## src/rtl/clint_pkg.sv

```systemverilog
// Shared definitions for the core-local interruptor: register offsets,
// register file layout and the byte-merge helper used by bus writes.
package clint_pkg;

  // constants
  localparam logic [15:0] clint_msip      = 16'h0000;
  localparam logic [15:0] clint_mtimecmp  = 16'h4000;
  localparam logic [15:0] clint_mtimecmph = 16'h4004;
  localparam logic [15:0] clint_mtime     = 16'hBFF8;
  localparam logic [15:0] clint_mtimeh    = 16'hBFFC;

  // wires
  typedef struct packed {
    logic        msip;
    logic [63:0] mtimecmp;
    logic [63:0] mtime;
  } clint_reg_type;

  localparam clint_reg_type init_clint_reg = '{
    msip:     1'b0,
    mtimecmp: 64'hFFFF_FFFF_FFFF_FFFF,
    mtime:    64'h0
  };

  typedef enum logic {
    BUS_IDLE,
    BUS_RESP
  } bus_state_t;

  function automatic logic [31:0] merge_bytes(input logic [31:0] old,
                                              input logic [31:0] wdata,
                                              input logic [3:0]  strb);
    merge_bytes = old;
    for (int i = 0; i < 4; i++)
      if (strb[i]) merge_bytes[8*i +: 8] = wdata[8*i +: 8];
  endfunction

endpackage

```

## src/rtl/clint_tick.sv

```systemverilog
// Prescaler: pulses tick once every CLK_DIV cycles.
module clint_tick #(
  parameter int unsigned CLK_DIV = 1
) (
  input  logic clk,
  input  logic rst,
  output logic tick
);

  logic [15:0] div_cnt;

  assign tick = (div_cnt == 16'(CLK_DIV - 1));

  always_ff @(posedge clk or posedge rst) begin
    if (rst)       div_cnt <= '0;
    else if (tick) div_cnt <= '0;
    else           div_cnt <= div_cnt + 16'd1;
  end

endmodule

```

## src/rtl/clint.sv

```systemverilog
// Core-local interruptor: mtime/mtimecmp/msip registers on the data bus,
// with registered msip/mtip level interrupts for the CSR unit.
module clint
  import clint_pkg::*;
#(
  parameter int unsigned CLK_DIV = 1
) (
  input  logic        clk,
  input  logic        rst,
  input  logic        mem_valid,
  input  logic        mem_instr,
  input  logic [31:0] mem_addr,
  input  logic [31:0] mem_wdata,
  input  logic [3:0]  mem_wstrb,
  output logic        mem_ready,
  output logic [31:0] mem_rdata,
  output logic        msip,
  output logic        mtip,
  output logic [63:0] mtime
);

  bus_state_t    state_q, state_d;
  clint_reg_type r_q, r_d;
  logic [31:0]   rdata_q, rdata_d;
  logic          mtip_q;
  logic          tick, req, wr, mt_wr;
  logic [15:0]   off;

  clint_tick #(.CLK_DIV(CLK_DIV)) u_tick (
    .clk  (clk),
    .rst  (rst),
    .tick (tick)
  );

  assign off   = {mem_addr[15:2], 2'b00};
  assign req   = (state_q == BUS_IDLE) && mem_valid;
  assign wr    = req && !mem_instr && (mem_wstrb != 4'b0000);
  assign mt_wr = wr && ((off == clint_mtime) || (off == clint_mtimeh));

  always_comb begin
    state_d = state_q;
    case (state_q)
      BUS_IDLE: if (mem_valid) state_d = BUS_RESP;
      BUS_RESP: state_d = BUS_IDLE;
      default:  state_d = BUS_IDLE;
    endcase
  end

  always_comb begin
    rdata_d = '0;
    case (off)
      clint_msip:      rdata_d = {31'b0, r_q.msip};
      clint_mtimecmp:  rdata_d = r_q.mtimecmp[31:0];
      clint_mtimecmph: rdata_d = r_q.mtimecmp[63:32];
      clint_mtime:     rdata_d = r_q.mtime[31:0];
      clint_mtimeh:    rdata_d = r_q.mtime[63:32];
      default:         rdata_d = '0;
    endcase
  end

  // A bus write to either mtime half suppresses that cycle's increment entirely.
  always_comb begin
    r_d = r_q;
    if (tick && !mt_wr) r_d.mtime = r_q.mtime + 64'd1;
    if (wr) begin
      case (off)
        clint_msip:      if (mem_wstrb[0]) r_d.msip = mem_wdata[0];
        clint_mtimecmp:  r_d.mtimecmp[31:0]  = merge_bytes(r_q.mtimecmp[31:0],  mem_wdata, mem_wstrb);
        clint_mtimecmph: r_d.mtimecmp[63:32] = merge_bytes(r_q.mtimecmp[63:32], mem_wdata, mem_wstrb);
        clint_mtime:     r_d.mtime[31:0]     = merge_bytes(r_q.mtime[31:0],     mem_wdata, mem_wstrb);
        clint_mtimeh:    r_d.mtime[63:32]    = merge_bytes(r_q.mtime[63:32],    mem_wdata, mem_wstrb);
        default:         ;
      endcase
    end
  end

  always_ff @(posedge clk or posedge rst) begin
    if (rst) begin
      state_q <= BUS_IDLE;
      r_q     <= init_clint_reg;
      rdata_q <= '0;
      mtip_q  <= 1'b0;
    end else begin
      state_q <= state_d;
      r_q     <= r_d;
      mtip_q  <= (r_q.mtime >= r_q.mtimecmp);
      if (req) rdata_q <= rdata_d;
    end
  end

  assign mem_ready = (state_q == BUS_RESP);
  assign mem_rdata = mem_ready ? rdata_q : '0;
  assign msip      = r_q.msip;
  assign mtip      = mtip_q;
  assign mtime     = r_q.mtime;

endmodule

```

## config.mk

```make
export PLATFORM = sky130hd
export DESIGN_NAME = clint
export DESIGN_NICKNAME = d
export VERILOG_FILES = /design/src/rtl/clint_pkg.sv /design/src/rtl/clint_tick.sv /design/src/rtl/clint.sv
export SDC_FILE = /design/constraint.sdc
export NUM_CORES = 1
export LEC_CHECK = 0
export BUFFER_PORTS_ARGS = -buffer_cell sky130_fd_sc_hd__buf_2
export CELL_PAD_IN_SITES_DETAIL_PLACEMENT = 0
export CELL_PAD_IN_SITES_GLOBAL_PLACEMENT = 1
export CORE_MARGIN = 8
export CORE_UTILIZATION = 37
export DETAILED_ROUTE_END_ITERATION = 10
export PLACE_DENSITY = 0.75
export SLEW_MARGIN = 20
export SYNTH_ARGS = -nofsm -noshare
export SYNTH_HDL_FRONTEND = slang
export SYNTH_SLANG_ARGS = --single-unit
```

## constraint.sdc

```tcl
create_clock -name clk -period 12.2 [get_ports clk]
set_clock_uncertainty 0.15 [all_clocks]
set_input_delay 0 -clock clk [delete_from_list [all_inputs] [get_ports clk]]
set_output_delay 0 -clock clk [all_outputs]
set_load 0.05 [all_outputs]
```

==> implementation parameters <==
Parameter                              Value

Worst setup path
  Most frequent cell on the critical path ... sky130_fd_sc_hd__nor3_1
  Library cell contributing the largest single delay on the critical path ... sky130_fd_sc_hd__nor3_1
  Source of the worst register-to-register timing path ... mem_ready$_DFF_PP0_
  Slowest stage delay, CP ... 0.93 ns
  Maximum net fanout on the critical path ... 39
  Critical path endpoint category ... flop
  Worst endpoint data arrival time ... 4.44 ns
  Startpoint Class ... flop
  Destination of the worst register-to-register timing path ... mtime[54]$_DFFE_PP0P_
  Chain of cells forming the critical path ... buf_4 > nand2b_2 > nor3_1 > nand3_1 > nor2_1 > a311oi_1 > nor3_1
  Classification of the worst setup path ... flop to flop
  Required @ worst endpoint ... 12.41 ns
  Setup slack of the worst register-to-register path ... 7.96 ns
  Family with the most delay on the worst path ... simple AND/OR/NAND/NOR gates
  Number of cell instances on the worst register-to-register path ... 7
  Buffers plus inverters on the worst setup path ... 1

STA
  Transition at the pin with the smallest max-transition slack ... between 1 and 1.5 ns
  Setup violation total in the final timing report ... 0
  Hold slack final ... approximately 0.23 ns
  Minimum clock period after layout ... 4.24 ns
  Max-slew headroom at the worst pin ... 0.286
  Fmax ... 0.236 GHz
  Fraction of the cycle the final worst path needs ... 0.347
  Final Slew Violations ... 0
  PnR worst setup slack ... 7.96 ns
  Final Hold Violating Endpoints ... 0
  Unrepaired setup endpoints after global routing ... false
  Setup_tns ... 0 ns

Global route
  Pin count of the biggest net entering global routing ... 75
  Grt total ovfl ... 0
  Global-route wire length before repair ... 64000 microns
  Initial antenna violation count ... 0
  Total routing usage reported by global routing ... 0.210
  Number of global-route vias before repair ... 10777

Power
  Clk pwr share ... 0.440
  Sequential group share of total power ... 0.453
  Worst ir drop on vdd ... 0.0855 mV
  Power Dens Cells ... a little under 100 nW/um^2
  Internal power consumption ... ~0.001 W
  Switching share of total power ... 0.282
  Logic gate share of total power ... 0.107
  Switching power ... 0.000387 W
  Leakage Power ... 6.07 nW

Floorplanning
  Starting density of the core ... 0.376
  DIE AREA ... approximately 39000 sq um
  Height of the die ... 198 microns
  Die W ... 198 microns
  Site Rows ... 66
  Number of I/O pins ... 171
  Floorplan core area ... 32500 sq um

Yosys
  Avg Synthesized Cell Area ... between 9 and 10 sq um
  Post-synthesis async set-or-reset flop share ... 1.00
  Count leader, synth ... sky130_fd_sc_hd__dfrtp_1
  Post-Synthesis Cells ... around 1300
  Primary flip-flop cell chosen by synthesis mapping ... sky130_fd_sc_hd__dfrtp_1
  Post-synth design cell area ... 12200 sq um
  Number of enable flip-flop cells after synthesis ... 0
  Post-synthesis sequential element count ... approximately 180
  Fraction of synthesized cell area taken by the top area cell type ... 0.235
  Largest area contributor in the synthesized netlist ... sky130_fd_sc_hd__dfrtp_1
  Synthesized Nets ... 1435
  Synth cell count leaders ... sky130_fd_sc_hd__dfrtp_1, sky130_fd_sc_hd__nand2_1, sky130_fd_sc_hd__mux2_2
  Cell types occupying the most area after synthesis ... sky130_fd_sc_hd__dfrtp_1, sky130_fd_sc_hd__dfstp_2, sky130_fd_sc_hd__mux2_2, sky130_fd_sc_hd__ha_1, sky130_fd_sc_hd__buf_4
  Yosys warning total ... 0
  Sequential area share after synthesis ... 0.373
  Cell variety after synth ... 78

Routing
  Routed vias/inst ... 5.76
  Violation count after the first detailed-routing iteration ... ~900
  Number of search-and-repair iterations in the first detailed-routing pass ... 6
  Total via count in the routed design ... 10639
  Wire length per cell after detailed routing ... between 20 and 25 microns
  Final ANT Viol Nets ... 0
  Final wirelength ... about 41000 microns
  Final routed DRC violation total ... 0

Min path
  Cell count of the worst hold path ... 6
  Min-Delay Endpoint ... msip$_DFFE_PP0P_
  Worst min path class ... input pin to flop
  Startpoint of the tightest hold check path ... mem_addr[13]

Clock tree
  Count of cells resized by post-cts repair ... 0
  Clock latency of the later-clocked register in the worst-skew pair ... 0.45 ns
  Deepest level of the CTS H-tree ... 4
  Maximum number of buffers from clock root to sink ... 2
  Total clock buffers created by CTS ... 17
  CTS clock-pin slew for the worst setup and hold paths ... 0.08 ns
  Root buf cell ... sky130_fd_sc_hd__clkbuf_16
  Clock Sinks ... roughly 180
  CTS tree ... built

Job
  MaxCap Viol Count ... 0

Layout
  Fin cells ... around 1800
  Area overhead of the layout relative to synthesis ... 13.6%
  Fraction of layout cells with a size suffix above 1 ... 0.276
  Number of nets in the layout ... 1531
  Number of antenna cells inserted ... 0

Placement
  Post-placement worst setup slack ... about 8.0 ns
  Total placed cells including tap cells ... approximately 1800
  Final estimated routing congestion in global placement ... slightly below 0.9
  HPWL reported at the end of detailed placement ... 29400 microns
  Count of input and output buffers ... 152

Status
  Status ... finished clean
-- flip-flops by register name, indices dropped and copies added (netlist names) --
register and count:
mtip 1, r_q 64, rdata_q 32, mtime 64, msip 1, u_tick.div_cnt 16
mem_ready 1
-- power by group through the flow --
| stage | logic [W] | registers [W] | clock network, W |
|---|---|---|---|
| after floorplan | 0.0000993 | 0.000626 | 0 |
| after global placement | 0.000137 | 0.000633 | 0 |
| after detailed placement | 0.000137 | 0.000634 | 0 |
| after CTS | 0.000149 | 0.000623 | 0.000615 |
| after global routing | 0.000162 | 0.000625 | 0.000638 |
| final | 0.000146 | 0.000623 | 0.000604 |
-- stage by stage --
step                      total power (W)   util  cell area [sq um]
after floorplan                  0.000726      -              12200
after global placement           0.000770  0.395              12900
after detailed placement         0.000772  0.395              12900
after CTS                         0.00139  0.427              13900
after global routing              0.00143  0.427              13900
final                             0.00137  0.427              13900
-- logic make-up (layout without fill, tap and decap cells) --
kind of cell	after synthesis	in the layout	share of synthesized area
and+or+nand+nor	450	450	0.199
AOI/OAI and AO/OA	283	283	0.168
buffers and inverters	202	311	0.0880
DFF	179	179	0.373
muxes	101	101	0.0929
adders and majority gates	67	67	0.0685
xor gates and xnor gates	14	14	0.0100
-- layer usage --
metal | routed length (microns) | GRT usage
met5 | 0 | 0
met4 | 942 | 0.0747
met3 | 2560 | 0.0387
met2 | 19500 | 0.346
met1 | 17800 | 0.273
-- cell usage in the layout (no fill, tap or decap), types with 41 or more instances in the layout --
| master | Yosys | routed |
|---|---|---|
| sky130_fd_sc_hd__dlygate4sd3_1 | 0 | 41 |
| sky130_fd_sc_hd__nor2_1 | 88 | 88 |
| sky130_fd_sc_hd__mux2_2 | 89 | 89 |
| sky130_fd_sc_hd__nand3_1 | 43 | 43 |
| sky130_fd_sc_hd__buf_2 | 9 | 152 |
| sky130_fd_sc_hd__and2_1 | 45 | 45 |
| sky130_fd_sc_hd__nand2_1 | 108 | 108 |
| sky130_fd_sc_hd__a21oi_1 | 65 | 65 |
| sky130_fd_sc_hd__dfrtp_1 | 115 | 115 |
| sky130_fd_sc_hd__ha_1 | 67 | 67 |
| sky130_fd_sc_hd__o21ai_0 | 56 | 56 |
| sky130_fd_sc_hd__inv_1 | 76 | 75 |
| sky130_fd_sc_hd__dfstp_2 | 64 | 64 |
-- area by class of cell --
class                           instances  area [sq um]
Clock buffer                           18           439
Clock inverter                         14           188
Fill cell                            3296         18600
Inverter                               76           290
Multi-Input combinational cell        915          6620
Sequential cell                       179          4560
Tap cell                              442           553
Timing Repair Buffer                  203          1250
-- timing repair --
action                                  CTS  global route
setup buffers                             0             0
hold buffers                             41             0
endpoints found under the setup margin    0             0
hold endpoints to repair                170             0
-- worst max-delay path by stage --
stage	startpoint	endpoint	slack (ns)	depth (start not counted)
floorplan	rst	mem_ready$_DFF_PP0_	7.30	1
global placement	mem_ready$_DFF_PP0_	mtime[48]$_DFFE_PP0P_	8.08	7
detailed placement	mem_ready$_DFF_PP0_	mtime[54]$_DFFE_PP0P_	8.03	7
CTS	mem_ready$_DFF_PP0_	mtime[54]$_DFFE_PP0P_	8.01	7
global route	mem_ready$_DFF_PP0_	mtime[54]$_DFFE_PP0P_	7.72	7
finish	mem_ready$_DFF_PP0_	mtime[54]$_DFFE_PP0P_	7.96	7
-- worst min-delay path, delay by kind of cell --
family                 cells  cell delay [ns]
buffers and inverters      1             0.10
multiplexers               1             0.15
AND/OR/NAND/NOR            4             0.55
No activity file was read; power rests on OpenSTA's default activity.
